## src/rtl/eth_tx_sched.sv

```systemverilog
// Two-requester TX frame-buffer scheduler: round-robin grant, commit/length check, send handshake.
// Optional send watchdog enabled by defining ETH_TX_SCHED_TIMEOUT_EN.
module eth_tx_sched #(
    parameter int unsigned LEN_W   = 16,
    parameter int unsigned MTU     = 1536,
    parameter int unsigned TIMEOUT = 4096
) (
    input  logic             clk,
    input  logic             rst_n,
    input  logic [1:0]       req,
    input  logic [1:0]       commit,
    // "release" is a reserved word, so the give-up pulse is named rel
    input  logic [1:0]       rel,
    input  logic [LEN_W-1:0] len0,
    input  logic [LEN_W-1:0] len1,
    output logic [1:0]       gnt,
    output logic             tx_start,
    output logic [LEN_W-1:0] tx_len,
    input  logic             tx_done,
    output logic             busy,
    output logic             err,
    output logic [15:0]      frames_sent
);

    typedef enum logic [1:0] {StIdle, StGrant, StSend, StWait} state_e;

    state_e           state;
    logic             last_win;
    logic             win;
    logic             owner;
    logic             commit_own;
    logic             rel_own;
    logic             req_own;
    logic [LEN_W-1:0] own_len;
    logic             len_ok;

    assign owner      = gnt[1];
    assign commit_own = commit[owner];
    assign rel_own    = rel[owner];
    assign req_own    = req[owner];
    assign own_len    = owner ? len1 : len0;
    assign len_ok     = (own_len != '0) && (32'(own_len) <= MTU);
    assign busy       = (state != StIdle);

    // With both requesting, the one that did not win last time goes next
    always_comb begin
        win = req[1];
        if (req == 2'b11) begin
            win = ~last_win;
        end
    end

`ifdef ETH_TX_SCHED_TIMEOUT_EN
    localparam int unsigned WD_W = (TIMEOUT > 1) ? $clog2(TIMEOUT) : 1;
    logic [WD_W-1:0] wd_cnt;
`else
    logic unused_timeout;
    assign unused_timeout = ^TIMEOUT;
`endif

    always_ff @(posedge clk or negedge rst_n) begin
        if (!rst_n) begin
            state       <= StIdle;
            gnt         <= 2'b00;
            tx_start    <= 1'b0;
            tx_len      <= '0;
            err         <= 1'b0;
            frames_sent <= 16'd0;
            last_win    <= 1'b1;
`ifdef ETH_TX_SCHED_TIMEOUT_EN
            wd_cnt      <= '0;
`endif
        end else begin
            tx_start <= 1'b0;
            err      <= 1'b0;
            unique case (state)
                StIdle: begin
                    if (req != 2'b00) begin
                        state <= StGrant;
                        gnt   <= win ? 2'b10 : 2'b01;
                    end
                end
                StGrant: begin
                    // Commit takes priority over release or a falling req
                    if (commit_own) begin
                        if (len_ok) begin
                            tx_len <= own_len;
                            state  <= StSend;
                        end else begin
                            err <= 1'b1;
                        end
                    end else if (rel_own || !req_own) begin
                        state    <= StIdle;
                        gnt      <= 2'b00;
                        last_win <= owner;
                    end
                end
                StSend: begin
                    tx_start <= 1'b1;
                    state    <= StWait;
`ifdef ETH_TX_SCHED_TIMEOUT_EN
                    wd_cnt   <= '0;
`endif
                end
                StWait: begin
                    if (tx_done) begin
                        state       <= StIdle;
                        gnt         <= 2'b00;
                        last_win    <= owner;
                        frames_sent <= frames_sent + 16'd1;
                    end
`ifdef ETH_TX_SCHED_TIMEOUT_EN
                    else if (wd_cnt == WD_W'(TIMEOUT - 1)) begin
                        err      <= 1'b1;
                        state    <= StIdle;
                        gnt      <= 2'b00;
                        last_win <= owner;
                    end else begin
                        wd_cnt <= wd_cnt + WD_W'(1);
                    end
`endif
                end
                default: begin
                    state <= StIdle;
                    gnt   <= 2'b00;
                end
            endcase
        end
    end

endmodule
```

## config.mk

```make
export PLATFORM = sky130hd
export DESIGN_NAME = eth_tx_sched
export DESIGN_NICKNAME = d
export VERILOG_FILES = /design/src/rtl/eth_tx_sched.sv
export SDC_FILE = /design/constraint.sdc
export NUM_CORES = 1
export LEC_CHECK = 0
export BUFFER_PORTS_ARGS = -buffer_cell sky130_fd_sc_hd__buf_2
export CAP_MARGIN = 20
export CORE_ASPECT_RATIO = 1.75
export CORE_MARGIN = 2
export CORE_UTILIZATION = 48
export DETAILED_ROUTE_END_ITERATION = 10
export PLACE_DENSITY = 0.84
export SLEW_MARGIN = 20
export SYNTH_ARGS = -nofsm -noshare
export SYNTH_HDL_FRONTEND = slang
export SYNTH_SLANG_ARGS = --single-unit
```

## constraint.sdc

```tcl
create_clock -name clk -period 3 [get_ports clk]
set_input_delay 0.45 -clock clk [delete_from_list [all_inputs] [get_ports clk]]
set_output_delay 0.45 -clock clk [all_outputs]
set_load 0.02 [all_outputs]
```

Yosys cells after proc, flatten, opt, wreduce, memory -nomap -nowiden
Cells that the tools add are included.

$lt $le $gt $ge: 2. $add $sub $neg: 1. Muxes and demuxes: 26. Bitwise gates (word level): 1. Reduce and logical (&&, ||, !) cells: 14. Eq/ne operators: 10.

Operators with widths (number): $add 16x1->16 const B (1); $le 16x11->1 const B (1); $mux 16 (1); $mux 2 (8); $reduce_bool 16->1 (1); $mux 1 (14); $ne 2x2->1 const B (4); $pmux 2 s4 (1); $reduce_and 4->1 (2); $eq 2x2->1 const B (3); $ne 3x3->1 const B (2); $pmux 2 s3 (1); $reduce_bool 2->1 (3); $reduce_and 5->1 (1); $reduce_and 3->1 (1); $reduce_bool 3->1 (1); $eq 2x1->1 const B (1); $logic_not 2->1 (1); $lt 1x2->1 const B (1); $pmux 1 s2 (1); $reduce_and 2->1 (1); $logic_and 1x1->1 (1); $logic_not 1->1 (1); $logic_or 1x1->1 (1); $not 1->1 (1).

Output and inout port bits: 37. Word-level logic and storage cells: 61. Bits of input ports: 41. Register bits: 39.

Logic depth before layout (Yosys ltp)
Word-level depth: 7. Depth in mapped cells: 9. Gate-level depth less buffers: 7.

Worst setup path after synthesis
OpenSTA, ideal clock, no wires.

Path kind: register to register. Start point: register gnt[1]. End point: register tx_len[10]. Path buffers: 3. Path slack: 788 ps. Period minus slack after synthesis: 2212 ps. Required time: 2875 ps. Setup time: 125 ps. Stages on the path, launching flop included: 10. Arrival time: 2087 ps. Path through: dfrtp_1 buf_6 nor4_2 nor2_1 a21oi_4 mux2i_1 or3_1 buf_6 buf_8 mux2_4.

Longest elaborated chain between the ends: 4. Elaborated cells between the ends (all ways): 7. Those cells by class: order compare (1); mux (3); reduce/logical (3).

Ends and longest elaborated chain: start, declared (line 16) `output logic [1:0] gnt,`; start signal, assigned (line 80) `gnt <= win ? 2'b10 : 2'b01;`; $mux 16 (line 41) `assign own_len = owner ? len1 : len0;`; $le 16x11->1 or $reduce_bool 16->1 (tied branches) (line 42) `assign len_ok = (own_len != '0) && (32'(own_len) <= MTU);`; $logic_and 1x1->1 (line 42); $reduce_and 3->1 (no source line); end signal, assigned (line 87) `tx_len <= own_len;`; end, declared (line 18) `output logic [LEN_W-1:0] tx_len,`.

Parallel ways exist; a longest one is shown, timed or not. The select of a mux whose other input is x is not followed. A chain may end at the register's enable or synchronous reset.

Worst setup path in the final report
Start point: register gnt[1]. End point: register gnt[0].

Longest elaborated chain between the ends: 6. Elaborated cells between the ends (all ways): 11. Those cells by class: eq/ne (2); mux (6); reduce/logical (3).

Ends and longest elaborated chain: $mux 1 (not written as such) (2 in a row) (line 40) `assign req_own = req[owner];`; $logic_not 1->1 (line 92) `end else if (rel_own || !req_own) begin`; $logic_or 1x1->1 (line 92); $ne 2x2->1 (no source line); $reduce_and 5->1 (no source line) *.

Mark *: on every way between the ends. The rest lies on a longest branch, timed or not. The select of a mux whose other input is x is not followed.

==> impl_results.md <==
* Total power draw at between 1.5 and 2 mW
* Pleak at around 1.3 nW
* Final ANT Viol Nets at 0
* Vias in the first global route at ~1700
* Worst r2r path cells at 7
* Crit-path max FO at 17
* Yosys reg bits at 39
* Number of enable flip-flop cells after synthesis at 0
* Fin. max-slew vios at 0
* Synth cell types at 40
* Post-CTS Setup Bufs at 0
* Global-route wire length before repair at 7024 µm
* Worst-path clk slew at 0.08 ns
* Synth Warn # at 0
* Synth Instances at 171
* FF/Latch Area at between 900 and 1000 µm²
* Max incr delay on CP at 0.72 ns
* Post_cts resized at 0
* Vias at between 1500 and 2000
* Syn Area/Cell at 11.55 µm²
* Synth Flop Type: dfrtp_1
* Syn_nets at about 220
* Critical path data required time at 3.23 ns
* CTS tree: yes
* Most common cell after layout, fill and taps aside: buf_2
* Final core occ at 0.6349
* Worst Setup Start Kind: flip-flop
* Outcome: completed
* Critical-path top delay cell: dfrtp_1
* CTS Buffer Depth at 2
* DIE WIDTH at 52.48 µm
* Clk Tree Root Cell: clkbuf_8
* Starting Density at 0.5058
* Worst setup path category: flip-flop to flip-flop
* Detailed Routing Iterations Pass 1 at 4
* Slew HR at 0.4405
* Hpwl dp at ~3400 µm
* Post-CTS Hold Fix Bufs at 0
* Hold WC Path Type: input pin to async pin
* Final period util at 0.8463
* Area Overhead vs Synth at 25.54%
* Number of port buffers at between 70 and 80
* Remaining DRCs at 0
* Drt via density at ~5.2
* Total track usage at 0.2019
* Delay-heaviest family, CP: compound AO/OA/AOI/OAI gates
* Fin crit period at 2.539 ns
* Seq/Total Area, Yosys at 0.4949
* Fmax at 0.3939 GHz
* CP bufs+invs at 1
* # IOs at 78
* Final Instance Area at 2479 µm²
* Largest net degree at the start of global routing at 40
* H-Tree Level Count at 2
* GR Overflow Total at 0
* Wirelength, routed at between 4000 and 5000 µm
* Crit path capture type: flip-flop
* Post-route clock skew at 0.006448 ns
* Arrival @ worst endpoint at 2.77 ns
* Placer congestion estimate at about 0.83
* # clock sinks at 39
* Most frequent cells in the layout: buf_2, dfrtp_1, mux2_2, nor2_1, nand2_1
* Total Nets Final at about 300
* Share of synthesized flip-flops with an asynchronous set or reset at 1.000
* Final setup violation count at 0
* # rows at 30
* Synthesized area at 1974 µm²
* N_diodes at 0
* Final worst slack at 0.4611 ns
* Number of cells on the critical path at 7
* Die Area at 4662 µm²
* Post-place instance area at 2394 µm²
* TNS Setup at 0 ns
* DRT iter0 DRCs at 16
* WL/cell at roughly 14 µm
* PD cells at between 600 and 700 nW/µm²
* Worst path cell trace: buf_4 > mux2_2 > nand2_1 > o211ai_1 > a221o_1 > a2111oi_0 > a21o_1
* Fraction of layout cells with a size suffix above 1 at 0.4528
* Die height at 88.84 µm
* Least-Margin Pin Slew at 0.8392 ns
* # Max-Cap Violations at 0
* Place WS at 0.4621 ns
* Final hold violations at 0
* Fillers at roughly 350
* Core footprint at 3904 µm²
* RSZ-0062 raised after global routing: no
* Worst VDD drop at 0.3953 mV
* R2r setup slk at 0.46 ns
* Worst-skew pair later-pin latency at about 0.29 ns
* CTS buffer count at 5
* Initial antenna violation count at 0
* Area of the multi-input gates at 929.6 µm²
## path summary, 6_finish.rpt
path                                                to                        start
max                                 gnt[0]$_DFFE_PN0P_           gnt[1]$_DFFE_PN0P_
min                             tx_len[14]$_DFFE_PN0P_                        rst_n
max reg2reg                         gnt[0]$_DFFE_PN0P_           gnt[1]$_DFFE_PN0P_
min reg2reg                frames_sent[15]$_DFFE_PN0P_  frames_sent[15]$_DFFE_PN0P_
max in group asynchronous   frames_sent[2]$_DFFE_PN0P_                        rst_n
min in group clk           frames_sent[15]$_DFFE_PN0P_  frames_sent[15]$_DFFE_PN0P_
## cell usage after synthesis, drive strengths merged, types with 3 or more instances
| master | count | share of area |
|---|---|---|
| ha | 5 | 0.032 |
| nand3 | 8 | 0.020 |
| and2 | 5 | 0.016 |
| nor3 | 3 | 0.0076 |
| and3 | 3 | 0.0095 |
| nand4 | 4 | 0.013 |
| xnor2 | 9 | 0.040 |
| xor2 | 6 | 0.027 |
| nand2 | 11 | 0.021 |
| nor4 | 4 | 0.016 |
| nor2 | 15 | 0.029 |
| buf | 4 | 0.021 |
| dfrtp | 38 | 0.48 |
| inv | 7 | 0.013 |
| mux2 | 25 | 0.15 |
## where the power goes
part,leakage [nW],internal [mW],switching [mW]
clock network,0.0412,0.162,0.177
registers,0.529,0.631,0.0930
logic,0.757,0.288,0.338
## metrics by stage
step                instances  hold slack (ns)
CTS                       302           0.2815
global route              302           0.3251
global placement          294           0.4521
detailed placement        294           0.4595
floorplan                 171           0.1544
finish                    302           0.2616
## metal layers
metal	vias to the layer above	global-route usage	wire length, µm
met1	738	0.2137	1551
met3	9	0.05912	292
met4	0	0.09091	85
met2	58	0.3591	2354
met5	-	0	0
li1	760	-	-
## state kept, by name, indices dropped and copies added, names as in the netlist, named ones only
name	flops
frames_sent	16
tx_len	16
gnt	2
err	1
last_win	1
state	1
tx_start	1
## cells by family after synthesis
logic type,share of synthesized area
mux,0.1553
simple gates,0.1521
buf+inv,0.03422
compound gates,0.06528
fa+ha+maj,0.03169
xor+xnor,0.06654
flops,0.4949
## final cells by class
type | instances | area share
clock buffers | 6 | 0.02928
multi-input cells | 121 | 0.3751
well taps | 48 | 0.02423
clock inverters | 2 | 0.005048
repair buffers | 79 | 0.1615
inverters | 7 | 0.01060
flip-flops and latches | 39 | 0.3942
Power figures use the tool's default switching activity.
